**config.mk**
```make
export PLATFORM = sky130hd
export DESIGN_NAME = nic_flat
export DESIGN_NICKNAME = d
export VERILOG_FILES = /design/src/rtl/nic_if.sv /design/src/rtl/nic.sv /design/src/flat_wrapper.sv
export SDC_FILE = /design/constraint.sdc
export NUM_CORES = 1
export LEC_CHECK = 0
export CAP_MARGIN = 20
export CORE_MARGIN = 2
export CORE_UTILIZATION = 49
export CTS_CLUSTER_DIAMETER = 60
export DETAILED_ROUTE_END_ITERATION = 7
export PLACE_DENSITY_LB_ADDON = 0.12
export SLEW_MARGIN = 30
export SYNTH_ARGS = -nofsm -noshare
export SYNTH_HDL_FRONTEND = slang
export SYNTH_SLANG_ARGS = --single-unit
```
**constraint.sdc**
```tcl
create_clock -name clk -period 4.1 [get_ports clk]
set_input_delay 0.82 -clock clk [delete_from_list [all_inputs] [get_ports clk]]
set_output_delay 0.82 -clock clk [all_outputs]
set_load 0.05 [all_outputs]
```
**src/rtl/nic_if.sv**
```systemverilog
// Processor-side register port and router-side local port of one NIC, bundled.
// The slave modport is the NIC itself; master is the processor/router side.
interface nic_if #(
    parameter int DATA_W = 64
);
    logic [0:1]        addr;
    logic [0:DATA_W-1] d_in;
    logic [0:DATA_W-1] d_out;
    logic              nicEn;
    logic              nicWrEn;
    logic              net_si;
    logic              net_ri;
    logic [0:DATA_W-1] net_di;
    logic              net_so;
    logic              net_ro;
    logic [0:DATA_W-1] net_do;
    logic              net_polarity;

    modport slave (
        input  addr, d_in, nicEn, nicWrEn,
        input  net_si, net_di, net_ro, net_polarity,
        output d_out, net_ri, net_so, net_do
    );

    modport master (
        output addr, d_in, nicEn, nicWrEn,
        output net_si, net_di, net_ro, net_polarity,
        input  d_out, net_ri, net_so, net_do
    );
endinterface

```
**src/rtl/nic.sv**
```systemverilog
// Network interface controller: one input and one output packet buffer between a
// processor register port and a router local port. Optional traffic counters via NIC_STATS_EN.
module nic #(
    parameter int DATA_W = 64,
    parameter int VC_BIT = 0
) (
    input  logic  clk,
    input  logic  reset,
    nic_if.slave  bus
);

    logic [0:DATA_W-1] in_buf_q,  in_buf_d;
    logic [0:DATA_W-1] out_buf_q, out_buf_d;
    logic [0:DATA_W-1] d_out_q,   d_out_d;
    logic              in_full_q,  in_full_d;
    logic              out_full_q, out_full_d;

    logic rd_s;
    logic wr_s;
    logic ingress_s;
    logic egress_s;
    logic vc_match_s;

`ifdef NIC_STATS_EN
    logic [31:0] tx_cnt_q, tx_cnt_d;
    logic [31:0] rx_cnt_q, rx_cnt_d;

    // Status word: counter in the upper 32 bits, full flag in the last bit.
    function automatic logic [0:DATA_W-1] status_word(input logic [31:0] cnt, input logic flag);
        logic [0:DATA_W-1] w;
        w           = '0;
        w[0:31]     = cnt;
        w[DATA_W-1] = flag;
        return w;
    endfunction
`else
    // Status word: full flag in the last bit, everything else zero.
    function automatic logic [0:DATA_W-1] status_word(input logic flag);
        logic [0:DATA_W-1] w;
        w           = '0;
        w[DATA_W-1] = flag;
        return w;
    endfunction
`endif

    // Access decode and the two router handshakes.
    always_comb begin
        rd_s       = bus.nicEn & ~bus.nicWrEn;
        wr_s       = bus.nicEn &  bus.nicWrEn;
        ingress_s  = bus.net_si & ~in_full_q;
        vc_match_s = (out_buf_q[VC_BIT] == bus.net_polarity);
        egress_s   = out_full_q & bus.net_ro & vc_match_s;
    end

    // Input buffer: ingress only fills an empty buffer, so it never races a drain.
    always_comb begin
        in_buf_d  = in_buf_q;
        in_full_d = in_full_q;
        if (ingress_s) begin
            in_buf_d  = bus.net_di;
            in_full_d = 1'b1;
        end else if (rd_s && (bus.addr == 2'b00)) begin
            in_full_d = 1'b0;
        end else begin
            in_full_d = in_full_q;
        end
    end

    // Output buffer: a write while full (including the egress cycle) is dropped.
    always_comb begin
        out_buf_d  = out_buf_q;
        out_full_d = out_full_q;
        if (egress_s) begin
            out_full_d = 1'b0;
        end else if (wr_s && (bus.addr == 2'b10) && !out_full_q) begin
            out_buf_d  = bus.d_in;
            out_full_d = 1'b1;
        end else begin
            out_full_d = out_full_q;
        end
    end

    // Read data mux; status reads see pre-edge flags and counters.
    always_comb begin
        d_out_d = d_out_q;
        if (rd_s) begin
            case (bus.addr)
                2'b00: d_out_d = in_buf_q;
`ifdef NIC_STATS_EN
                2'b01: d_out_d = status_word(rx_cnt_q, in_full_q);
`else
                2'b01: d_out_d = status_word(in_full_q);
`endif
                2'b10: d_out_d = out_buf_q;
`ifdef NIC_STATS_EN
                2'b11: d_out_d = status_word(tx_cnt_q, out_full_q);
`else
                2'b11: d_out_d = status_word(out_full_q);
`endif
                default: d_out_d = d_out_q;
            endcase
        end else begin
            d_out_d = d_out_q;
        end
    end

`ifdef NIC_STATS_EN
    // Traffic counters wrap naturally at 32 bits.
    always_comb begin
        tx_cnt_d = tx_cnt_q;
        rx_cnt_d = rx_cnt_q;
        if (egress_s) begin
            tx_cnt_d = tx_cnt_q + 32'd1;
        end else begin
            tx_cnt_d = tx_cnt_q;
        end
        if (ingress_s) begin
            rx_cnt_d = rx_cnt_q + 32'd1;
        end else begin
            rx_cnt_d = rx_cnt_q;
        end
    end

    // Counter state registers.
    always_ff @(posedge clk) begin
        if (reset) begin
            tx_cnt_q <= 32'd0;
            rx_cnt_q <= 32'd0;
        end else begin
            tx_cnt_q <= tx_cnt_d;
            rx_cnt_q <= rx_cnt_d;
        end
    end
`endif

    // Buffer, flag and read-data state; reset overrides any handshake in flight.
    always_ff @(posedge clk) begin
        if (reset) begin
            in_buf_q   <= '0;
            out_buf_q  <= '0;
            d_out_q    <= '0;
            in_full_q  <= 1'b0;
            out_full_q <= 1'b0;
        end else begin
            in_buf_q   <= in_buf_d;
            out_buf_q  <= out_buf_d;
            d_out_q    <= d_out_d;
            in_full_q  <= in_full_d;
            out_full_q <= out_full_d;
        end
    end

    assign bus.d_out  = d_out_q;
    assign bus.net_ri = ~in_full_q;
    assign bus.net_so = egress_s;
    assign bus.net_do = out_buf_q;

endmodule

```
**src/flat_wrapper.sv**
```systemverilog
// flat-port wrapper written by rule: the top's interface ports become plain ports
module nic_flat 
#(
    parameter int DATA_W = 64,
    parameter int VC_BIT = 0
)
  (clk, reset, bus_addr, bus_d_in, bus_nicEn, bus_nicWrEn, bus_net_si, bus_net_di, bus_net_ro, bus_net_polarity, bus_d_out, bus_net_ri, bus_net_so, bus_net_do);
  nic_if #(.DATA_W(DATA_W)) bus_i ();
  input  logic clk;
  input  logic reset;
  input wire logic [$bits(bus_i.addr)-1:0] bus_addr;
  input wire logic [$bits(bus_i.d_in)-1:0] bus_d_in;
  input wire logic [$bits(bus_i.nicEn)-1:0] bus_nicEn;
  input wire logic [$bits(bus_i.nicWrEn)-1:0] bus_nicWrEn;
  input wire logic [$bits(bus_i.net_si)-1:0] bus_net_si;
  input wire logic [$bits(bus_i.net_di)-1:0] bus_net_di;
  input wire logic [$bits(bus_i.net_ro)-1:0] bus_net_ro;
  input wire logic [$bits(bus_i.net_polarity)-1:0] bus_net_polarity;
  output wire logic [$bits(bus_i.d_out)-1:0] bus_d_out;
  output wire logic [$bits(bus_i.net_ri)-1:0] bus_net_ri;
  output wire logic [$bits(bus_i.net_so)-1:0] bus_net_so;
  output wire logic [$bits(bus_i.net_do)-1:0] bus_net_do;
  assign bus_i.addr = bus_addr;
  assign bus_i.d_in = bus_d_in;
  assign bus_i.nicEn = bus_nicEn;
  assign bus_i.nicWrEn = bus_nicWrEn;
  assign bus_i.net_si = bus_net_si;
  assign bus_i.net_di = bus_net_di;
  assign bus_i.net_ro = bus_net_ro;
  assign bus_i.net_polarity = bus_net_polarity;
  assign bus_d_out = bus_i.d_out;
  assign bus_net_ri = bus_i.net_ri;
  assign bus_net_so = bus_i.net_so;
  assign bus_net_do = bus_i.net_do;
  nic #(.DATA_W(DATA_W), .VC_BIT(VC_BIT)) u_core (.clk(clk), .reset(reset), .bus(bus_i));
endmodule
```
==> impl_metrics.csv <==
group,metric,value,unit
outcome,run_status,"finished clean",
clock_tree,cts.sinks,194,
clock_tree,clock_path_buffers,2,
drt,wl_per_cell,16.70,µm
drt,vias,6526,
global_route,grt_pass1_wl,31810,µm
synth,ys.warnings.count,0,
critical_path,required,3280,ps
finish,fin_cells,1252,
power_and_ir_drop,power_density,381.7,mW/mm²
sta,period_needed,3216,ps
critical_path,slowest_delay,790,ps
critical_path,crit_type,"input pin to primary output",
floorplan,start_util,0.4952,
clock_tree,cts_resized,0,
sta,fin_tns_setup,0,ps
global_route,antenna_found_initial,1,
critical_path,critical_path.max_fanout,2,
floorplan,dieArea,0.01690,mm²
clock_tree,cts_hold_buf,0,
clock_tree,clkTransAtPathRegs,60,ps
synth,yosysSeqAreaShare,0.4991,
floorplan,pin_count,267,
clock_tree,post_cts_buffers,0,
sta,setup_slack,883.7,ps
sta,finalSetupViolCount,0,
sta,slew_headroom,0.4698,
sta,max_slew.worst_pin.slew,795.3,ps
critical_path,worstSetupEndpointType,"primary output",
sta,slew_violations,0,
run,drv_cap,0,
finish,final_nets,1160,
power_and_ir_drop,leakage,0.003942,µW
clock_tree,cts_root_buffer,"clkbuf_16",
critical_path,arrival,2400,ps
critical_path,crit_buf_inv,2,
sta,hold_viol,0,
synth,synth_seq_cells,194,
finish,syn_to_final_growth,42.90,%
sta,fmax,310.9,MHz
global_route,grt-ovfl-total,0,
critical_path,startpoint_type,"input pin",
global_route,grt.total_usage,0.2413,
clock_tree,cts_buffers,17,
global_route,grt_pass1_vias,6135,
synth,synthCells,796,
placed_design,numPortBuffers,266,
critical_path,crit_chain,"clkdlybuf4s50_1, xnor2_1, and3_1, clkdlybuf4s50_1",
synth,syn_area_per_cell,9.775,µm²
critical_path,critPathMostFrequentCell,"clkdlybuf4s50_1",
drt,firstDrtPassIters,5,
sta,finClkSkew,7.916,ps
placed_design,dp_slack,892.2,ps
drt,drc_errors,0,
synth,syn_nets,933,
critical_path,cp_slowest_cell,"clkdlybuf4s50_1",
sta,period_share,0.7845,
power_and_ir_drop,vdd_drop_max,305.3,µV
floorplan,rows,46,
floorplan,dieHeight,130.0,µm
finish,drive_gt1_frac,0.04734,
drt,ant_nets,0,
floorplan,die_x,130.0,µm
clock_tree,cts_max_level,4,
drt,vias_per_cell,5.212,
placed_design,hpwlAfterDp,13860,µm
synth,synthDistinctLibCells,27,
placed_design,placed_cells,1220,
floorplan,coreArea,0.01571,mm²
critical_path,critPathTopFamily,"buffers and inverters",
drt,initialDrtViolationCount,363,
synth,syn_area,0.007781,mm²
global_route,grt_max_degree,119,
clock_tree,cts_tree,"done",
placed_design,gp_congestion,0.7932,
clock_tree,clock_latency,430,ps
drt,drt_wl_total,20910,µm
finish,final_core_util,0.7077,
hold_path,hp-class,"flop to flop",
sta,rsz0062_at_grt,"no",
==> stage by stage <==
step           total power, µW  instance area (µm²)  hold slack, ps
3_3_place_gp              2494                10480           442.6
3_5_place_dp              2498                10480           446.4
4_1_cts                   4279                11120           455.6
6_report                  4245                11120           454.3
5_1_grt                   4389                11120           468.0
2_1_floorplan             2269                 7781           436.5
==> path summary, 6_finish.rpt <==
kind	slack [ps]	cells past startpoint	startpoint	endpoint
setup / recovery	880	4	bus_net_polarity	bus_net_so
setup reg to reg	2200	4	u_core.in_full_q	u_core.in_buf_q[58]
hold / removal	450	2	u_core.in_buf_q[0]	u_core.in_buf_q[0]
hold reg to reg	450	2	u_core.in_buf_q[0]	u_core.in_buf_q[0]
==> cells in the final DEF, fill, tap and decap left out, types with 3 or more instances in the layout <==
cell type        count
nand2_1            129
clkdlybuf4s50_1    265
a21oi_1             65
nor3b_1             63
dfxtp_1            194
mux2i_1             64
buf_12               3
clkbuf_16           17
clkbuf_1             3
clkinv_2             3
a221o_1             63
nand2b_1           129
bufinv_16            5
buf_4                8
==> flip-flops by register name, summed over array words and instances, names as in the netlist <==
signal and flops:
u_core.out_full_q 1, u_core.in_full_q 1, u_core.in_buf_q 64, u_core.bus.net_do 64
u_core.bus.d_out 64
==> synthesized netlist by cell type <==
cell,number,share of area
nand2_1,129,0.062
nor3b_1,63,0.061
a21oi_1,65,0.042
xnor2_1,1,0.0011
a21boi_0,1,0.00097
mux2i_1,64,0.082
nand2b_1,130,0.10
o21ai_0,1,0.00064
nor2b_1,2,0.0016
nor3_4,2,0.0042
and3_1,2,0.0016
a221o_1,63,0.081
inv_1,2,0.00097
o21ba_2,1,0.0013
or3b_4,1,0.0014
nor4_2,1,0.0016
buf_4,6,0.0058
inv_2,1,0.00048
clkbuf_1,35,0.017
a221oi_1,1,0.0011
dfxtp_1,194,0.50
buf_1,11,0.0053
a211oi_1,1,0.00097
buf_2,5,0.0032
buf_6,12,0.017
nor3_1,1,0.00064
o21bai_1,1,0.00097
==> per-layer routing <==
| metal | vias to the layer above | global-route usage | share of wire |
|---|---|---|---|
| met5 | - | 0 | 0 |
| met4 | 0 | 0.09424 | 0.026 |
| met3 | 33 | 0.07995 | 0.084 |
| met2 | 242 | 0.3948 | 0.47 |
| met1 | 3050 | 0.2956 | 0.42 |
| li1 | 3201 | - | - |
==> cell type report <==
type                       instances  area (µm²)
fill                            1241        4593
sequential                       194        3884
multi-input combinational        530        3535
timing repair buffer             277        2784
clock buffer                      21       450.4
tap                              216       270.3
clock inverter                    10       182.7
inverter                           3       11.26
antenna                            1       2.502
==> power by group <==
group | switching (µW) | leakage (µW) | internal (µW)
Sequential | 36.8 | 0.00158 | 1940
Clock | 695 | 0.000311 | 1090
Combinational | 243 | 0.00206 | 231
==> tightest hold or removal path, cell delays in order (launching register included) <==
cell and delay [ps]:
dfxtp_1 310, nand2_1 50, a21oi_1 50
==> logic make-up after synthesis <==
group | synth area share
compound gates | 0.1288
flops | 0.4991
mux | 0.08233
buf+inv | 0.05001
simple gates | 0.2386
xor+xnor | 0.001126
(Power assumes the default switching activity.)
